## config.mk

```make
export PLATFORM = sky130hd
export DESIGN_NAME = hilo_unit
export DESIGN_NICKNAME = d
export VERILOG_FILES = /design/src/rtl/mips_pkg.sv /design/src/rtl/hilo_unit.sv
export SDC_FILE = /design/constraint.sdc
export NUM_CORES = 1
export LEC_CHECK = 0
export CORE_MARGIN = 3
export CORE_UTILIZATION = 46
export DETAILED_ROUTE_END_ITERATION = 10
export PLACE_DENSITY = 0.77
export SYNTH_ARGS = -nofsm -noshare
export SYNTH_HDL_FRONTEND = slang
export SYNTH_SLANG_ARGS = --single-unit
```

## constraint.sdc

```tcl
create_clock -name clk -period 2.3 [get_ports clk]
set_input_delay 0.23 -clock clk [delete_from_list [all_inputs] [get_ports clk]]
set_output_delay 0.23 -clock clk [all_outputs]
set_load 0.005 [all_outputs]
```

## src/rtl/mips_pkg.sv

```systemverilog
// Shared MIPS datapath definitions: ALU op codes, word width and HI/LO unit state.
package mips_pkg;

    localparam int unsigned WORD_W   = 32;
    localparam int unsigned ALU_OP_W = 4;

    localparam logic [ALU_OP_W-1:0] ALU_SLL  = 4'd0;
    localparam logic [ALU_OP_W-1:0] ALU_SRL  = 4'd1;
    localparam logic [ALU_OP_W-1:0] ALU_SRA  = 4'd2;
    localparam logic [ALU_OP_W-1:0] ALU_MUL  = 4'd3;
    localparam logic [ALU_OP_W-1:0] ALU_DIV  = 4'd4;
    localparam logic [ALU_OP_W-1:0] ALU_ADD  = 4'd5;
    localparam logic [ALU_OP_W-1:0] ALU_SUB  = 4'd6;
    localparam logic [ALU_OP_W-1:0] ALU_AND  = 4'd7;
    localparam logic [ALU_OP_W-1:0] ALU_OR   = 4'd8;
    localparam logic [ALU_OP_W-1:0] ALU_XOR  = 4'd9;
    localparam logic [ALU_OP_W-1:0] ALU_NOR  = 4'd10;
    localparam logic [ALU_OP_W-1:0] ALU_SLT  = 4'd11;
    localparam logic [ALU_OP_W-1:0] ALU_SLTU = 4'd12;

    typedef enum logic {
        IDLE = 1'b0,
        BUSY = 1'b1
    } hilo_state_t;

endpackage

```

## src/rtl/hilo_unit.sv

```systemverilog
// MIPS HI/LO register pair with multi-cycle mult/div latency model and pipeline stall.
module hilo_unit
    import mips_pkg::*;
#(
    parameter int unsigned MULT_CYCLES = 4,
    parameter int unsigned DIV_CYCLES  = 12
) (
    input  logic                clk,
    input  logic                rst_n,
    input  logic                issue,
    input  logic [ALU_OP_W-1:0] alu_op,
    input  logic [WORD_W-1:0]   alu_result,
    input  logic [WORD_W-1:0]   alu_result2,
    input  logic                mthi,
    input  logic                mtlo,
    input  logic [WORD_W-1:0]   wdata,
    input  logic                mfhi,
    input  logic                mflo,
    output logic [WORD_W-1:0]   rdata,
    output logic                busy,
    output logic                stall,
    output logic                done
);

    localparam int unsigned CNT_W = 8;

    hilo_state_t       state_q, state_d;
    logic [CNT_W-1:0]  cnt_q, cnt_d;
    logic [WORD_W-1:0] hi_q, hi_d, lo_q, lo_d;
    logic [WORD_W-1:0] pend_hi_q, pend_hi_d, pend_lo_q, pend_lo_d;
    logic              done_q, done_d;
    logic              muldiv_c;

    assign muldiv_c = issue && ((alu_op == ALU_MUL) || (alu_op == ALU_DIV));

    // State register and datapath registers
    always_ff @(posedge clk or negedge rst_n) begin
        if (!rst_n) begin
            state_q   <= IDLE;
            cnt_q     <= '0;
            hi_q      <= '0;
            lo_q      <= '0;
            pend_hi_q <= '0;
            pend_lo_q <= '0;
            done_q    <= 1'b0;
        end else begin
            state_q   <= state_d;
            cnt_q     <= cnt_d;
            hi_q      <= hi_d;
            lo_q      <= lo_d;
            pend_hi_q <= pend_hi_d;
            pend_lo_q <= pend_lo_d;
            done_q    <= done_d;
        end
    end

    // Next-state: a start takes priority over MT writes in IDLE
    always_comb begin
        state_d   = state_q;
        cnt_d     = cnt_q;
        hi_d      = hi_q;
        lo_d      = lo_q;
        pend_hi_d = pend_hi_q;
        pend_lo_d = pend_lo_q;
        done_d    = 1'b0;
        unique case (state_q)
            IDLE: begin
                if (muldiv_c) begin
                    state_d   = BUSY;
                    pend_lo_d = alu_result;
                    pend_hi_d = alu_result2;
                    cnt_d     = (alu_op == ALU_MUL) ? CNT_W'(MULT_CYCLES - 1)
                                                    : CNT_W'(DIV_CYCLES - 1);
                end else begin
                    if (mthi) hi_d = wdata;
                    if (mtlo) lo_d = wdata;
                end
            end
            BUSY: begin
                if (cnt_q == '0) begin
                    state_d = IDLE;
                    hi_d    = pend_hi_q;
                    lo_d    = pend_lo_q;
                    done_d  = 1'b1;
                end else begin
                    cnt_d = cnt_q - CNT_W'(1);
                end
            end
            default: state_d = IDLE;
        endcase
    end

    assign busy  = (state_q == BUSY);
    assign done  = done_q;
    assign stall = busy && (mfhi || mflo || mthi || mtlo || muldiv_c);
    assign rdata = mfhi ? hi_q : (mflo ? lo_q : '0);

endmodule

```

==> results.py <==
metrics = {
    "outcome": {
        "outcome": "complete, no violations",
    },
    "sta": {
        "slew_headroom": 0.621,
        "setup_violations": 0,
        "min_period_ns": 2.15,
        "fin_crit_sh": 0.934,
        "hold_violations": 0,
        "tightest_slew_ns": 0.564,
        "fin_skew_ns": 0.00452,
        "drv_slew": 0,
        "rsz0062_at_grt": "false",
        "max_freq_ghz": 0.466,
    },
    "power": {
        "pwr-share-clk": 0.222,
        "power.internal_mw": 7.50,
        "total_power_mw": 10.7,
        "p_sw_frac": 0.301,
        "p_per_area_mw_per_mm2": 1230,
        "combPwrFrac": 0.380,
        "p_sw_mw": 3.24,
        "ir_worst_vdd_mv": 0.653,
        "p_leak_nw": 3.99,
        "pwr-share-seq": 0.398,
    },
    "yosys": {
        "yosys.area.top_type": "dfrtp_1",
        "ys_seq_area_frac": 0.545,
        "netlist.area_leader.share": 0.545,
        "syn_nets": 649,
        "ys_types": 35,
        "ys_warn_count": 0,
        "avgSynthCellArea_um2": 11.7,
        "yosys-top-cells-area": "dfrtp_1 (55%), mux2_2 (23%), nand2_1 (7.8%), a22o_1 (4.3%), nand2b_1 (3.5%)",
        "netlist_area_mm2": 0.00633,
        "synth_cells": 540,
        "ys_ff_latch": 138,
    },
    "route": {
        "drt_wl_total_um": 15000,
        "firstDrtPassIters": 4,
        "drtIter0Drc": 245,
        "wire_per_inst_um": 16.8,
        "vias": 4662,
        "viasPerCell": 5.22,
        "ant_nets": 0,
        "drc": 0,
    },
    "global_routing": {
        "grt_pass1_wl_um": 24400,
        "grt_usage": 0.206,
        "grt_max_degree": 56,
        "use_met1": 0.260,
        "antenna_found_initial": 0,
        "overflow": 0,
        "grtUsageMet3": 0.0499,
        "use_met2": 0.353,
        "grt-busiest-layer": "met2",
        "first_global_vias": 4989,
    },
    "die": {
        "die_area_mm2": 0.0152,
        "start_util": 0.474,
        "coreArea_mm2": 0.0133,
        "io_pins": 142,
        "die_h_um": 123,
        "row_count": 42,
        "die_w_um": 123,
    },
    "cells_and_area": {
        "final_area_mm2": 0.00876,
        "stdcell_count": 893,
        "finish.net_count": 816,
        "area_delta_synth_final_pct": 38.4,
        "antenna-diode-count": 0,
        "drive_gt1_frac": 0.280,
        "final_cell_mix": "clkdlybuf4s50_1 (138), dfrtp_1 (137), nand2_1 (132)",
        "mostFrequentLayoutCell": "clkdlybuf4s50_1",
    },
    "cts": {
        "numClockSinks": 138,
        "cts_root_buffer": "clkbuf_16",
        "path_clk_slew_ns": 0.05,
        "htree_levels": 4,
        "max-clock-path-buffers": 2,
        "cts_tree": "built",
        "clk_latency_ns": 0.41,
        "cts_buffers": 17,
    },
    "setup_path": {
        "crit_chain": "nor4_1, nand3_2, a21oi_4, buf_4, mux2_2",
        "reg2reg_slack_ns": 0.15,
        "r2r-start": "cnt_q[3]$_DFFE_PN0P_",
        "start_kind": "flop",
        "critPathKind": "flop to flop",
        "crit_fanout": 8,
        "cpMaxStageDelayCell": "nor4_1",
        "arrival_ns": 2.44,
        "cpPeakStageDelay_ns": 0.48,
        "critPathCaptureType": "flop",
        "crit_start": "cnt_q[3]$_DFFE_PN0P_",
        "required_ns": 2.60,
    },
    "placed_design": {
        "dp_hpwl_um": 10200,
        "gp_congestion": 0.814,
        "dpl_cell_area_mm2": 0.00811,
        "dp.cells": 854,
        "portBuffers": 141,
    },
    "min_path": {
        "min_path_type": "primary input to async pin",
    },
    "job": {
        "maxCapViolCount": 0,
    },
}
final timing paths:
path,endpoint,cells past startpoint
max,hi_q[8]$_DFFE_PN0P_,5
min,pend_hi_q[29]$_DFFE_PN0P_,2
max reg2reg,hi_q[8]$_DFFE_PN0P_,5
min reg2reg,hi_q[2]$_DFFE_PN0P_,1
max in group asynchronous,pend_hi_q[2]$_DFFE_PN0P_,3
min in group clk,pend_lo_q[4]$_DFFE_PN0P_,2
synth_stat cells:
cell type / instances
buf_2: 12
nand3_1: 1
o41ai_1: 1
nor3_1: 1
a21boi_0: 1
nand3b_1: 3
a211oi_1: 1
a21o_1: 1
or3b_1: 1
a21oi_1: 3
buf_1: 2
or4_1: 1
a22oi_1: 1
clkbuf_1: 18
nor2_1: 3
nor4_1: 2
inv_1: 5
nor3b_1: 1
o21a_1: 1
ha_1: 2
or3b_2: 1
nand2b_1: 35
o21ai_0: 3
xor2_1: 1
or3_1: 3
mux2i_1: 1
a22o_1: 31
a221o_1: 1
nor2b_1: 2
nand2_1: 132
dfrtp_1: 138
mux2_1: 2
mux2_2: 127
a2111oi_4: 1
o311ai_0: 1
flip-flops by register name, summed over array words and instances (netlist names):
name,count
done,1
cnt_q,8
hi_q,32
pend_hi_q,32
pend_lo_q,32
lo_q,32
busy,1
stage by stage:
step                      hold slack, ns  setup slack (ns)   util  TNS [ns]
after detailed placement           0.223            -0.561  0.608    -47.16
after floorplan                  -0.0656             0.179      -         0
after CTS                          0.347             0.141  0.656         0
after global placement             0.212            -0.434  0.608    -38.18
final                              0.341             0.152  0.656         0
after global routing               0.395           0.00699  0.656         0
what timing repair did:
action,CTS,global route
setup endpoints to repair,65,0
gates resized for setup,7,0
hold buffers,1,0
buffers inserted,7,0
hold endpoints to repair,51,0
layer usage:
| layer | vias up | wire [µm] |
|---|---|---|
| met2 | 111 | 7520 |
| met4 | 0 | 171 |
| met3 | 15 | 725 |
| met5 | - | 0 |
| li1 | 2195 | - |
| met1 | 2341 | 6560 |
cell type report:
type,count,area (µm²)
Fill cell,1047,4590
Sequential cell,138,3450
Multi-Input combinational cell,367,2810
Timing Repair Buffer,178,1750
Clock buffer,26,499
Tap cell,176,220
Inverter,5,18.8
Clock inverter,3,15.0
worst max-delay path: cells and delay by family, from the launching register on:
| family | cells | cell delay (ns) |
|---|---|---|
| AND/OR/NAND/NOR | 2 | 0.83 |
| buffers and inverters | 1 | 0.22 |
| AO/OA/AOI/OAI | 1 | 0.24 |
| flip-flops | 1 | 0.38 |
| multiplexers | 1 | 0.36 |
power groups by stage:
stage	clock, mW	combinational, mW	sequential (mW)
CTS	2.44	4.12	4.28
finish	2.38	4.08	4.28
global placement	0	3.80	4.22
global route	2.55	4.51	4.43
floorplan	0	2.63	4.10
detailed placement	0	3.96	4.30
kinds of logic (layout without fill, tap and decap cells):
group	count (synthesis)	after routing	synth area share
and+or+nand+nor	186	186	0.132
DFF	138	138	0.545
muxes	130	130	0.231
AOI/OAI and AO/OA	46	48	0.0622
buffers and inverters	37	212	0.0243
adders and majority gates	2	2	0.00395
xor gates and xnor gates	1	1	0.00138
(Power assumes the default switching activity.)
